### src/rtl/uart_pkg.sv
// Shared UART definitions: receiver states, parity modes, oversampling ratio
// and the channel-index width helper.
package uart_pkg;

  typedef enum logic [2:0] {
    IDLE,
    START,
    DATA,
    PAR,
    STOP,
    BRK
  } rx_state_e;

  localparam int PAR_NONE = 0;
  localparam int PAR_ODD  = 1;
  localparam int PAR_EVEN = 2;

  localparam int OSR = 16;

  function automatic int ch_w(input int n);
    return (n <= 1) ? 1 : $clog2(n);
  endfunction

endpackage

### src/rtl/uart_os_tick.sv
// Free-running oversample tick: one-clock pulse every CLK_DIV clocks.
module uart_os_tick #(
  parameter int CLK_DIV = 27
) (
  input  logic clock,
  input  logic rst,
  output logic tick
);

  localparam int CW = $clog2(CLK_DIV);

  logic [CW-1:0] cnt;

  assign tick = (cnt == CW'(CLK_DIV - 1));

  always_ff @(posedge clock) begin
    if (rst)       cnt <= '0;
    else if (tick) cnt <= '0;
    else           cnt <= cnt + 1'b1;
  end

endmodule

### src/rtl/uart_rx_router.sv
// 16x oversampled UART receiver whose first character after an idle gap
// selects the output channel for the following payload characters.
module uart_rx_router import uart_pkg::*; #(
  parameter int          CLK_DIV   = 27,
  parameter int          DATA_BITS = 8,
  parameter int          PARITY    = 0,
  parameter int          NUM_CH    = 2,
  parameter int unsigned HDR_BASE  = 'hA0,
  parameter int          IDLE_BITS = 10,
  localparam int         CH_W      = ch_w(NUM_CH)
) (
  input  logic                          clock,
  input  logic                          rst,
  input  logic                          rx,
  output logic [NUM_CH*DATA_BITS-1:0]   ch_data,
  output logic [NUM_CH-1:0]             ch_valid,
  output logic                          ch_active,
  output logic [CH_W-1:0]               active_ch,
  output logic                          parity_err,
  output logic                          frame_err,
  output logic                          hdr_err
);

  localparam int PH_W = $clog2(OSR);
  localparam int BC_W = $clog2(DATA_BITS);
  localparam int IC_W = $clog2(IDLE_BITS + 1);
  localparam logic [PH_W-1:0]      MID = PH_W'(OSR / 2 - 1);
  localparam logic [DATA_BITS-1:0] HB  = DATA_BITS'(HDR_BASE);

  logic rx_meta, rxs, rxs_d;
  logic tick, samp, fall;
  rx_state_e state, state_nx;
  logic [PH_W-1:0] phase, idle_ph;
  logic [BC_W-1:0] bit_cnt;
  logic [DATA_BITS-1:0] shreg, hdr_off;
  logic [IC_W-1:0] idle_cnt;
  logic par_bad, hdr_cand, hdr_ok;
  logic start_det, accept, perr, ferr, bit_done, idle_sat, wr_pay;
  logic [NUM_CH-1:0][DATA_BITS-1:0] ch_q;

  uart_os_tick #(.CLK_DIV(CLK_DIV)) u_tick (
    .clock (clock),
    .rst   (rst),
    .tick  (tick)
  );

  always_ff @(posedge clock) begin
    if (rst) {rx_meta, rxs, rxs_d} <= 3'b111;
    else     {rx_meta, rxs, rxs_d} <= {rx, rx_meta, rxs};
  end

  assign fall = rxs_d & ~rxs;
  assign samp = tick && (phase == MID);

  always_ff @(posedge clock) begin
    if (rst) state <= IDLE;
    else     state <= state_nx;
  end

  always_comb begin
    state_nx = state;
    case (state)
      IDLE:  if (fall) state_nx = START;
      START: if (samp) state_nx = rxs ? IDLE : DATA;
      DATA:  if (samp && bit_cnt == BC_W'(DATA_BITS - 1))
               state_nx = (PARITY != PAR_NONE) ? PAR : STOP;
      PAR:   if (samp) state_nx = STOP;
      STOP:  if (samp) state_nx = rxs ? IDLE : BRK;
      BRK:   if (rxs)  state_nx = IDLE;
      default: state_nx = IDLE;
    endcase
  end

  always_comb begin
    start_det = (state == IDLE) && fall;
    accept    = (state == STOP) && samp && rxs && !par_bad;
    perr      = (state == STOP) && samp && rxs && par_bad;
    ferr      = (state == STOP) && samp && !rxs;
  end

  always_ff @(posedge clock) begin
    if (rst) begin
      phase   <= '0;
      bit_cnt <= '0;
      shreg   <= '0;
      par_bad <= 1'b0;
    end else begin
      if (start_det) phase <= '0;
      else if (tick) phase <= phase + 1'b1;
      if (start_det) begin
        bit_cnt <= '0;
        par_bad <= 1'b0;
      end else if (state == DATA && samp) begin
        shreg   <= {rxs, shreg[DATA_BITS-1:1]};
        bit_cnt <= bit_cnt + 1'b1;
      end else if (state == PAR && samp) begin
        par_bad <= (^{shreg, rxs}) != (PARITY == PAR_ODD);
      end
    end
  end

  // Idle bit-times use the previous line sample so a bit that completes on
  // the start-edge clock still saturates the counter (header candidate).
  assign bit_done = (state == IDLE) && rxs_d && tick && (idle_ph == PH_W'(OSR - 1));
  assign idle_sat = (idle_cnt == IC_W'(IDLE_BITS)) ||
                    (bit_done && idle_cnt == IC_W'(IDLE_BITS - 1));

  always_ff @(posedge clock) begin
    if (rst) begin
      idle_ph  <= '0;
      idle_cnt <= '0;
      hdr_cand <= 1'b0;
    end else begin
      if (state != IDLE || !rxs_d) idle_ph <= '0;
      else if (tick)               idle_ph <= idle_ph + 1'b1;
      if (start_det)
        idle_cnt <= '0;
      else if (bit_done && idle_cnt != IC_W'(IDLE_BITS))
        idle_cnt <= idle_cnt + 1'b1;
      if (start_det) hdr_cand <= idle_sat;
    end
  end

  assign hdr_off = shreg - HB;
  assign hdr_ok  = 32'(hdr_off) < 32'(NUM_CH);
  assign wr_pay  = accept && ch_active;

  always_ff @(posedge clock) begin
    if (rst) begin
      ch_active  <= 1'b0;
      active_ch  <= '0;
      hdr_err    <= 1'b0;
      parity_err <= 1'b0;
      frame_err  <= 1'b0;
    end else begin
      parity_err <= perr;
      frame_err  <= ferr;
      hdr_err    <= accept && !ch_active && hdr_cand && !hdr_ok;
      if (idle_sat)
        ch_active <= 1'b0;
      else if (accept && !ch_active && hdr_cand && hdr_ok) begin
        ch_active <= 1'b1;
        active_ch <= CH_W'(hdr_off);
      end
    end
  end

  always_ff @(posedge clock) begin
    if (rst) begin
      ch_q     <= '0;
      ch_valid <= '0;
    end else begin
      for (int k = 0; k < NUM_CH; k++) begin
        ch_valid[k] <= wr_pay && (active_ch == CH_W'(k));
        if (wr_pay && active_ch == CH_W'(k)) ch_q[k] <= shreg;
      end
    end
  end

  assign ch_data = ch_q;

endmodule
### config.mk
export PLATFORM = sky130hd
export DESIGN_NAME = uart_rx_router
export DESIGN_NICKNAME = d
export VERILOG_FILES = /design/src/rtl/uart_pkg.sv /design/src/rtl/uart_os_tick.sv /design/src/rtl/uart_rx_router.sv
export SDC_FILE = /design/constraint.sdc
export NUM_CORES = 1
export LEC_CHECK = 0
export CORE_MARGIN = 4
export CORE_UTILIZATION = 67
export DETAILED_ROUTE_END_ITERATION = 16
export DONT_BUFFER_PORTS = 1
export GPL_ROUTABILITY_DRIVEN = 0
export PLACE_DENSITY = 0.91
export SLEW_MARGIN = 30
export SYNTH_ARGS = -nofsm -noshare
export SYNTH_HDL_FRONTEND = slang
export SYNTH_SLANG_ARGS = --single-unit
### constraint.sdc
create_clock -name clock -period 2.85 [get_ports clock]
set_clock_uncertainty 0.1 [all_clocks]
set_input_delay 0.57 -clock clock [delete_from_list [all_inputs] [get_ports clock]]
set_output_delay 0.57 -clock clock [all_outputs]
set_load 0.1 [all_outputs]
==> results of run 1 <==
==> power by group through the flow <==
stage	clock, µW	sequential, µW	combinational (µW)
global placement	0	856	28.1
finish	802	838	29.4
floorplan	0	855	30.4
CTS	812	838	29.7
detailed placement	0	856	29.2
global route	860	838	33.3
==> metrics by stage <==
stage | hold WS, ps | instances | area (µm²) | power, µW | util [%]
after floorplan | 289.5 | 286 | 2620 | 884.9 | -
after global placement | 292.9 | 327 | 2658 | 884.0 | 71.52
after detailed placement | 308.6 | 327 | 2658 | 885.4 | 71.52
after CTS | 176.5 | 343 | 2870 | 1680 | 77.24
after global routing | 164.8 | 343 | 2870 | 1731 | 77.24
final | 191.4 | 343 | 2870 | 1669 | 77.24
==> routing by layer <==
metal	vias to the layer above	wire (µm)	GRT usage (%)
met2	73	2577	35.97
met4	0	90	11.27
li1	1023	-	-
met1	989	2310	28.88
met5	-	0	0
met3	7	420	9.375
==> cells in the mapped netlist (2+ instances only) <==
cell and count:
dfxtp_1 59, o21ai_0 11, o21ai_1 7, inv_1 11, nor3b_1 3, buf_2 3
nand4_2 2, nor2b_1 2, mux2i_1 12, ha_1 10, buf_4 4, nand2b_1 2
nor3_1 4, nand3_1 24, or2_2 2, or3_1 2, a41oi_1 2, nand2_1 15
nor4_1 2, a21o_1 3, clkbuf_1 6, a311oi_1 2, nand3b_1 2, xnor2_1 12
and4_1 4, nand4_1 4, a21oi_1 25, and3_1 3, xor2_1 5, nor2_1 28
==> worst reg2reg max path: cells and delay by family, from the launching register on <==
family | cells | cell delay [ps]
and+or+nand+nor | 3 | 1310
DFF | 1 | 340
AOI/OAI and AO/OA | 1 | 220
adders and majority gates | 1 | 180
buffers and inverters | 1 | 70
==> sequential cells by signal, indices dropped and copies added, names as in the netlist <==
| register | flops |
|---|---|
| active_ch | 1 |
| bit_cnt | 3 |
| ch_active | 1 |
| ch_data | 16 |
| ch_valid | 2 |
| frame_err | 1 |
| hdr_cand | 1 |
| hdr_err | 1 |
| idle_cnt | 4 |
| idle_ph | 4 |
| par_bad | 1 |
| parity_err | 1 |
| phase | 4 |
| rx_meta | 1 |
| rxs | 1 |
| rxs_d | 1 |
| shreg | 8 |
| state | 3 |
| u_tick.cnt | 5 |
==> area by class of cell <==
cell class / count / area, µm² / share of cell area (%)
clock inverter: 4 / 47.55 / 1.656
tap: 48 / 60.06 / 2.092
sequential: 59 / 1181 / 41.15
timing repair buffer: 6 / 45.04 / 1.569
clock buffer: 12 / 165.2 / 5.754
inverter: 11 / 41.29 / 1.439
multi-input combinational: 203 / 1330 / 46.34
==> cell families after synthesis <==
group | count (synthesis) | share of synthesized area, %
adders and majority gates | 10 | 4.776
xor gates and xnor gates | 17 | 5.683
and+or+nand+nor | 108 | 23.30
DFF | 59 | 45.08
muxes | 13 | 5.158
AOI/OAI and AO/OA | 55 | 11.84
buffers and inverters | 24 | 4.155
==> placed cells by master, fill, tap and decap left out, drive strengths merged, types with 2 or more instances in the layout <==
| cell type | count |
|---|---|
| inv | 11 |
| buf | 6 |
| nand3b | 2 |
| a311oi | 2 |
| a21o | 3 |
| nand3 | 24 |
| nand4 | 6 |
| nand2 | 15 |
| clkbuf | 12 |
| or3 | 2 |
| and4 | 4 |
| nor2 | 28 |
| xnor2 | 12 |
| nor4b | 2 |
| ha | 10 |
| a21oi | 25 |
| nor3b | 3 |
| a41oi | 2 |
| and3 | 3 |
| xor2 | 5 |
| nor4 | 2 |
| nor2b | 2 |
| nor3 | 4 |
| o21ai | 18 |
| clkinv | 2 |
| nand2b | 2 |
| dfxtp | 59 |
| mux2i | 12 |
| or2 | 2 |
==> final timing paths <==
check | slack [ps] | endpoint | from | cells after the start
hold reg to reg | 320 | rxs | rx_meta | 1
hold / removal | 190 | ch_data[7] | rst | 1
setup reg to reg | 560 | ch_data[11] | u_tick.cnt[0] | 6
setup / recovery | 560 | ch_data[11] | u_tick.cnt[0] | 6
==> summary.txt, run 1 <==
Yosys
  • Distinct cells, synth: 45
  • Synth Warn #: 0
  • Mapped Cells: 286
  • Synth top area share: 45.08%
  • Main synth FF type: dfxtp_1
  • Number of enable flip-flop cells after synthesis: 0
  • Netlist Area Pre-Place: 2620 µm²
  • Leading area contributor after synthesis: dfxtp_1
  • Syn nets: 299
  • Async S/R FF share, synth: 0%
  • Register area share after synthesis: 45.08%
  • Register bit count reported by yosys: 59
  • Mean Syn Cell Area: 9.161 µm²
  • Top cells by area, synth: dfxtp_1 45%, a21oi_1 4.8%, ha_1 4.8%

Pwr
  • Switch share: 21.27%
  • Psw: 355.1 µW
  • Combinational Power Share: 1.8%
  • Reg power frac: 50.2%
  • Pint: 1314 µW
  • VDD IR max: 0.4988 mV
  • Power Density: 581.6 nW/µm²
  • Clock share of power: 48.1%
  • Leakage: 0.001124 µW

Timing
  • Least-Margin Pin Slew: 976.5 ps
  • Setup TNS: 0 ps
  • Final min period: 2293 ps
  • Rel. slew slack: 34.81%
  • Peak Freq: 436.0 MHz
  • Hold Fails Final Rpt: 0
  • Slew Limit Fails: 0
  • # setup viols final: 0
  • Fin worst setup slack: 556.5 ps
  • Crit share post-route: 80.47%
  • RSZ-0062 raised after global routing: no

Route
  • Detailed Routing Iterations Pass 1: 4
  • Final wirelength: 5.398 mm
  • Mean routed wirelength per cell: 15.74 µm
  • Total vias in the final route: 2,092
  • Iteration-0 DRC Markers: 142
  • Vias per std cell: 6.099
  • Residual DRC: 0
  • DRT antenna net count: 0

Cells and area
  • Share of post-route cells with drive strength above 1: 9.831%
  • Antenna fix cells: 0
  • Fillers: 248
  • Final net count: 303
  • Area grow syn2layout: 9.551%

Min path
  • Min-delay worst type: in -> reg

Placement
  • IO buf count: 0
  • DP HPWL: 3.611 mm
  • Dpl ws: 600.8 ps

Critical path
  • Worst path cell trace: inv_1 > ha_1 > and4b_1 > and4_1 > nand3_1 > a21oi_1
  • Critical path arrival: 2460 ps
  • Critical path class: reg -> reg
  • Cell family with most CP delay: simple AND/OR/NAND/NOR gates
  • Largest stage delay, worst path: 610 ps
  • CP Launch Type: flip-flop
  • Buf/Inv on CP: 1
  • Critical Path RT: 3020 ps
  • Crit end category: flip-flop
  • Critical Path Fanout Max: 16
  • CP max-delay cell: and4_1

Clocking
  • Clock slew at reported path FFs: 70 ps
  • Clk_lat worst skew: 340 ps
  • CTS tree: done
  • Sink Count: 59
  • CTS Root Cell: clkbuf_8
  • Hold Buf Count CTS: 0
  • Postcts setup bufs: 0
  • Htree depth: 3
  • Post-cts resize count: 0
  • Clock Path Buffers: 2
  • TritonCTS buffer count: 9

Floorplan
  • # IOs: 26
  • Total die area: 4975 µm²
  • Core area: 3716 µm²
  • Initial Util: 70.51%
  • DIE WIDTH: 70.54 µm
  • Row cnt: 22
  • Die Height: 70.54 µm

Global routing
  • Largest net degree at the start of global routing: 37
  • Initial antenna violation count: 0
  • GRT Overall Usage: 23.46%
  • First-pass GRT wire length: 9.094 mm
  • GR Overflow Total: 0
  • Number of global-route vias before repair: 1,956

Job
  • Max-Cap Viols: 0

Outcome
  • Outcome: finished, final reports clean
Note: power is estimated with default switching activity, not from simulation.
==> run 2: changes to the inputs <==
Settings changed: CORE_UTILIZATION 67 to 62, PLACE_DENSITY 0.91 to 0.86.
Clock period 2.85 ns to 2.3 ns, I/O delays scaled along.
==> summary.txt, run 2 (synthesis results as in run 1) <==
Floorplan
  • Initial Util: 64.57% (-5.9 points)
  • Core area: 4058 µm² (+9.2%)
  • Die Height: 73.01 µm (+3.5%)
  • # IOs: 26 (unchanged)
  • Total die area: 5330 µm² (+7.1%)
  • Row cnt: 23 (+4.5%)
  • DIE WIDTH: 73.01 µm (+3.5%)

Clocking
  • Clk_lat worst skew: 340 ps (about the same)
  • Post-cts resize count: 0 (unchanged)
  • Sink Count: 59 (unchanged)
  • Htree depth: 3 (unchanged)
  • Clock slew at reported path FFs: 70 ps (about the same)
  • TritonCTS buffer count: 9 (unchanged)
  • CTS Root Cell: clkbuf_8
  • CTS tree: done
  • Hold Buf Count CTS: 0 (unchanged)
  • Postcts setup bufs: 0 (unchanged)
  • Clock Path Buffers: 2 (unchanged)

Route
  • Final wirelength: 5.781 mm (+7.1%)
  • Total vias in the final route: 2,222 (+6.2%)
  • Routed length on met2: 2.869 mm (+11%)
  • Detailed-routed wire length on met3: 370 µm (-12%)
  • Mean routed wirelength per cell: 15.67 µm (-0.45%)
  • M1 wire length: 2.381 mm (+3.1%)
  • Iteration-0 DRC Markers: 160 (+13%)
  • Residual DRC: 0 (unchanged)
  • DRT antenna net count: 0 (unchanged)
  • Top layer in use: met4
  • Detailed Routing Iterations Pass 1: 4 (unchanged)
  • Vias per std cell: 6.022 (-1.3%)

Cells and area
  • Most frequent cells in the layout: 59 x dfxtp_1, 32 x buf_4, 28 x nor2_1, 25 x a21oi_1, 24 x nand3_1
  • Most common cell after layout, fill and taps aside: dfxtp_1
  • Share of post-route cells with drive strength above 1: 16.30% (+6.5 points)
  • Antenna fix cells: 0 (unchanged)
  • Final net count: 329 (+8.6%)
  • Max reg flops: 16 (unchanged)
  • Area grow syn2layout: 17.19%

Critical path
  • CP Launch Point: u_tick.cnt[0]
  • Worst Reg-to-Reg Cells: 7 (+1)
  • Crit end category: flip-flop
  • Critical path class: reg -> reg
  • R2r startpoint: u_tick.cnt[0]
  • Critical Path RT: 2440 ps (-580 ps)
  • Critical Path Fanout Max: 10 (-6)
  • CP Launch Type: flip-flop
  • Critical path arrival: 2140 ps (-320 ps)

Timing
  • Fin worst setup slack: 298.0 ps (-258.5 ps)
  • Final min period: 2002 ps (-291.5 ps)
  • RSZ-0062 raised after global routing: no
  • Hold Fails Final Rpt: 0 (unchanged)
  • Crit share post-route: 87.04% (+6.6 points)
  • Least-Margin Pin Slew: 427.7 ps (-548.8 ps)
  • Peak Freq: 499.5 MHz (+15%)
  • Slew Limit Fails: 0 (unchanged)
  • # setup viols final: 0 (unchanged)
  • Setup TNS: 0 ps (unchanged)
  • Rel. slew slack: 71.22% (+36 points)
  • Fin Hold WS: 84.28 ps (-107.1 ps)

Pwr
  • Power Density: 690.8 nW/µm² (+19%)
  • Leakage: 0.001264 µW (+12%)
  • VDD IR max: 0.5655 mV (+13%)

Min path
  • Hold Path Depth: 1 (unchanged)
  • Hold path start: rst
  • Min-delay worst type: in -> reg

Global routing
  • Largest net degree at the start of global routing: 37 (unchanged)
  • GRT Overall Usage: 23.09% (-0.37 points)
  • First-pass GRT wire length: 9.446 mm (+3.9%)
  • Number of global-route vias before repair: 2,087 (+6.7%)
  • Initial antenna violation count: 0 (unchanged)
  • GR Overflow Total: 0 (unchanged)

Outcome
  • Outcome: finished, final reports clean

Placement
  • IO buf count: 0 (unchanged)
  • DP HPWL: 3.910 mm (+8.3%)
  • Dpl ws: 354.5 ps (-246.4 ps)

Job
  • Max-Cap Viols: 0 (unchanged)
[run 2: cell type report]
| cell class | instances | area (µm²) |
|---|---|---|
| clock buffer | 12 | 155.1 |
| clock inverter | 2 | 60.06 |
| fill | 289 | 987.2 |
| inverter | 11 | 41.29 |
| multi-input combinational | 203 | 1330 |
| sequential | 59 | 1181 |
| tap | 50 | 62.56 |
| timing repair buffer | 32 | 240.2 |
[run 2: through the flow]
| step | utilization [%] | total power [µW] | instances | cell area [µm²] |
|---|---|---|---|---|
| global placement | 70.37 | 1097 | 355 | 2855 |
| floorplan | - | 1097 | 286 | 2620 |
| global route | 75.67 | 2185 | 369 | 3070 |
| finish | 75.67 | 2121 | 369 | 3070 |
| CTS | 75.67 | 2128 | 369 | 3070 |
| detailed placement | 70.37 | 1101 | 355 | 2855 |
[run 2: worst paths after layout]
check / endpoint / slack (ps)
worst max-delay path: idle_cnt[1] / 300
worst min register to register: rxs / 320
worst min-delay path: ch_data[14] / 80
worst max register to register: idle_cnt[1] / 300
[run 2: critical path, stage by stage (launching register included)]
cell and delay, ps:
dfxtp_1 330, inv_1 80, ha_1 180, and4b_1 430, and4_1 290, buf_4 150, a21oi_1 70, a311oi_1 260
[run 2: power breakdown]
| part | switching, µW | internal [µW] | total, µW |
|---|---|---|---|
| logic | 24.1 | 16.3 | 40.4 |
| registers | 8.83 | 1030 | 1040 |
| clock network | 385 | 658 | 1040 |
[run 2: routing by layer]
metal / vias up / track usage, %
met4: 0 / 12.91
met1: 1053 / 27.59
met2: 80 / 36.84
li1: 1071 / -
met3: 18 / 6.749
met5: - / 0
==> run 3: changes to the inputs <==
Settings changed: MAX_ROUTING_LAYER from default to met4, SYNTH_HIERARCHICAL from default to 1.
Clock period 2.3 ns to 2 ns, I/O delays scaled along.
==> summary.txt, run 3 <==
Timing
  • Final min period: 2000 ps (-1.551 ps)
  • Fin worst setup slack: -0.4248 ps (-298.4 ps)
  • Fin Hold WS: 21.98 ps (-62.31 ps)
  • Hold Fails Final Rpt: 0 (unchanged)
  • Rel. slew slack: 67.44% (-3.8 points)
  • # setup viols final: 1 (+1)
  • Slew Limit Fails: 0 (unchanged)
  • Peak Freq: 499.9 MHz (about the same)
  • Least-Margin Pin Slew: 483.9 ps (+56.25 ps)
  • RSZ-0062 raised after global routing: yes
  • Crit share post-route: 100.0% (+13 points)

Clocking
  • Htree depth: 3 (unchanged)
  • Clock Path Buffers: 2 (unchanged)
  • CTS Root Cell: clkbuf_8
  • Sink Count: 59 (unchanged)
  • CTS tree: done
  • TritonCTS buffer count: 9 (unchanged)
  • Hold Buf Count CTS: 0 (unchanged)
  • Clk_lat worst skew: 340 ps (about the same)
  • Clock slew at reported path FFs: 70 ps (about the same)

Job
  • Max-Cap Viols: 0 (unchanged)

Cells and area
  • Non-filler cells, final: 346 (-6.2%)
  • Final net count: 304 (-7.6%)
  • Most frequent cells in the layout: 55 x dfxtp_1, 44 x nor2_1, 36 x buf_4, 29 x mux2i_1, 14 x xnor2_1
  • Area grow syn2layout: 20.85%
  • Max reg flops: 16 (unchanged)
  • Antenna fix cells: 0 (unchanged)
  • Share of post-route cells with drive strength above 1: 25.00% (+8.7 points)
  • Most common cell after layout, fill and taps aside: dfxtp_1

Yosys
  • Async S/R FF share, synth: 0% (unchanged)
  • Most frequent cell after synthesis: dfxtp_1
  • Synth top cells by count: 59 x dfxtp_1, 44 x nor2_1, 29 x mux2i_1, 14 x xnor2_1, 10 x ha_1
  • Leading area contributor after synthesis: dfxtp_1
  • Syn nets: 269 (-10%)
  • Number of enable flip-flop cells after synthesis: 0 (unchanged)
  • Mean Syn Cell Area: 10.08 µm² (+10%)
  • Top cells by area, synth: dfxtp_1 46%, mux2i_1 11%, nor2_1 6.4%
  • Synth top area share: 45.78% (+0.70 points)
  • Register bit count reported by yosys: 59 (unchanged)
  • Distinct cells, synth: 44 (-2.2%)
  • Mapped Cells: 256 (-10%)
  • Synth Warn #: 6 (+6)
  • Register area share after synthesis: 45.78% (+0.70 points)
  • Main synth FF type: dfxtp_1
  • Netlist Area Pre-Place: 2580 µm² (-1.5%)

Floorplan
  • DIE WIDTH: 72.51 µm (-0.68%)
  • Core area: 4000 µm² (-1.4%)
  • # IOs: 26 (unchanged)
  • Total die area: 5257 µm² (-1.4%)
  • Initial Util: 64.50% (-0.072 points)
  • Die Height: 72.51 µm (-0.68%)
  • Row cnt: 23 (unchanged)

Placement
  • IO buf count: 0 (unchanged)
  • Dpl cells: 328 (-7.6%)
  • DP HPWL: 3.308 mm (-15%)

Critical path
  • Flop2flop setup slack: -0.4 ps (-300 ps)
  • CP Launch Type: flip-flop
  • Critical Path RT: 2130 ps (-310 ps)
  • Critical path arrival: 2130 ps (about the same)
  • Critical Path Fanout Max: 6 (-4)
  • R2r startpoint: u_tick/cnt[0]
  • FF-to-FF End: state[0]
  • Critical path class: reg -> reg
  • Crit end category: flip-flop
  • Worst Reg-to-Reg Cells: 7 (unchanged)

Route
  • Total vias in the final route: 1,926 (-13%)
  • Detailed Routing Iterations Pass 1: 4 (unchanged)
  • DRT antenna net count: 0 (unchanged)
  • M1 wire length: 2.264 mm (-4.9%)
  • Residual DRC: 0 (unchanged)
  • Vias per std cell: 5.566 (-7.6%)
  • Iteration-0 DRC Markers: 163 (+1.9%)
  • Routed length on met2: 2.539 mm (-12%)
  • Top layer in use: met4
  • Final wirelength: 5.239 mm (-9.4%)
  • Mean routed wirelength per cell: 15.14 µm (-3.4%)
  • Detailed-routed wire length on met3: 293 µm (-21%)

Global routing
  • Number of global-route vias before repair: 1,872 (-10%)
  • GR Overflow Total: 0 (unchanged)
  • Largest net degree at the start of global routing: 45 (+22%)
  • First-pass GRT wire length: 8.542 mm (-9.6%)
  • Initial antenna violation count: 0 (unchanged)
  • GRT Overall Usage: 22.01% (-1.1 points)

Pwr
  • Power Density: 786.7 nW/µm² (+14%)
  • VDD IR max: 0.5889 mV (+4.1%)
  • Leakage: 0.001233 µW (-2.4%)

Outcome
  • Failing checks: setup timing
  • Outcome: complete, but fails checks

Min path
  • Hold path start: rst
  • Endpoint, Worst Hold: hdr_cand
  • Hold Path Depth: 1 (unchanged)
  • Min-delay worst type: in -> reg
==> run 3: metal layers <==
| metal | global-route usage (%) | vias up |
|---|---|---|
| met1 | 25.39 | 911 |
| met4 | 12.30 | 0 |
| met5 | - | - |
| met3 | 5.956 | 16 |
| met2 | 34.58 | 50 |
| li1 | - | 949 |
==> run 3: critical path: stages (launching register included) <==
cell      delay (ps)
dfxtp_2          350
inv_1             50
ha_1             180
and4b_2          250
and4b_2          280
a221o_1          380
a21oi_1          200
a211oi_1          90
==> run 3: metrics by stage <==
stage / utilization, % / instance area [µm²] / power (µW) / setup slack (ps) / setup TNS (ps)
6_report: 77.95 / 3118 / 2453 / -0.4248 / -0.4248
5_1_grt: 77.95 / 3118 / 2529 / -96.66 / -730.9
4_1_cts: 77.17 / 3087 / 2474 / 0.5456 / 0
3_5_place_dp: 71.47 / 2859 / 1267 / -57.08 / -254.6
3_3_place_gp: 71.47 / 2859 / 1265 / 72.20 / 0
2_1_floorplan: - / 2595 / 1266 / -75.19 / -660.6
==> run 3: cell type report <==
class | instances | area [µm²]
Multi-Input combinational cell | 176 | 1316
Sequential cell | 59 | 1186
Fill cell | 248 | 882.1
Timing Repair Buffer | 38 | 301.5
Clock buffer | 9 | 123.9
Clock inverter | 7 | 101.3
Tap cell | 50 | 62.56
Inverter | 7 | 26.28
==> run 3: how the worst max path moves through the flow <==
stage | from | end | slack (ps)
after floorplan | u_tick/cnt[0] | shreg[1] | -80
after global placement | u_tick/cnt[0] | ch_data[2] | 70
after detailed placement | u_tick/cnt[1] | ch_data[2] | -60
after CTS | u_tick/cnt[1] | ch_data[2] | 0.5
after global routing | u_tick/cnt[0] | state[0] | -100
final | u_tick/cnt[0] | state[0] | -0.4
==> run 3: cells by family after synthesis <==
kind of cell / Yosys count / synth area share (%)
AO/OA/AOI/OAI: 20 / 5.819
XOR/XNOR: 18 / 6.111
adder cells (fa/ha/maj): 10 / 4.850
flip-flops: 59 / 45.78
multiplexers: 29 / 11.25
AND/OR/NAND/NOR: 99 / 22.26
buffers and inverters: 21 / 3.928
==> run 3: report_power, final <==
group	internal (µW)	leakage (µW)	switching [µW]	total [µW]
Combinational	22.1	0.000650	28.9	51.0
Clock	708	0.000106	502	1210
Sequential	1180	0.000478	8.28	1190
Total	1910	0.00123	539	2450
==> run 3: what timing repair did <==
item,4_1_cts,5_1_grt
hold endpoints to repair,0,0
pin swaps,1,0
setup buffers,0,2
endpoints found under the setup margin,9,23
resized for setup,2,5
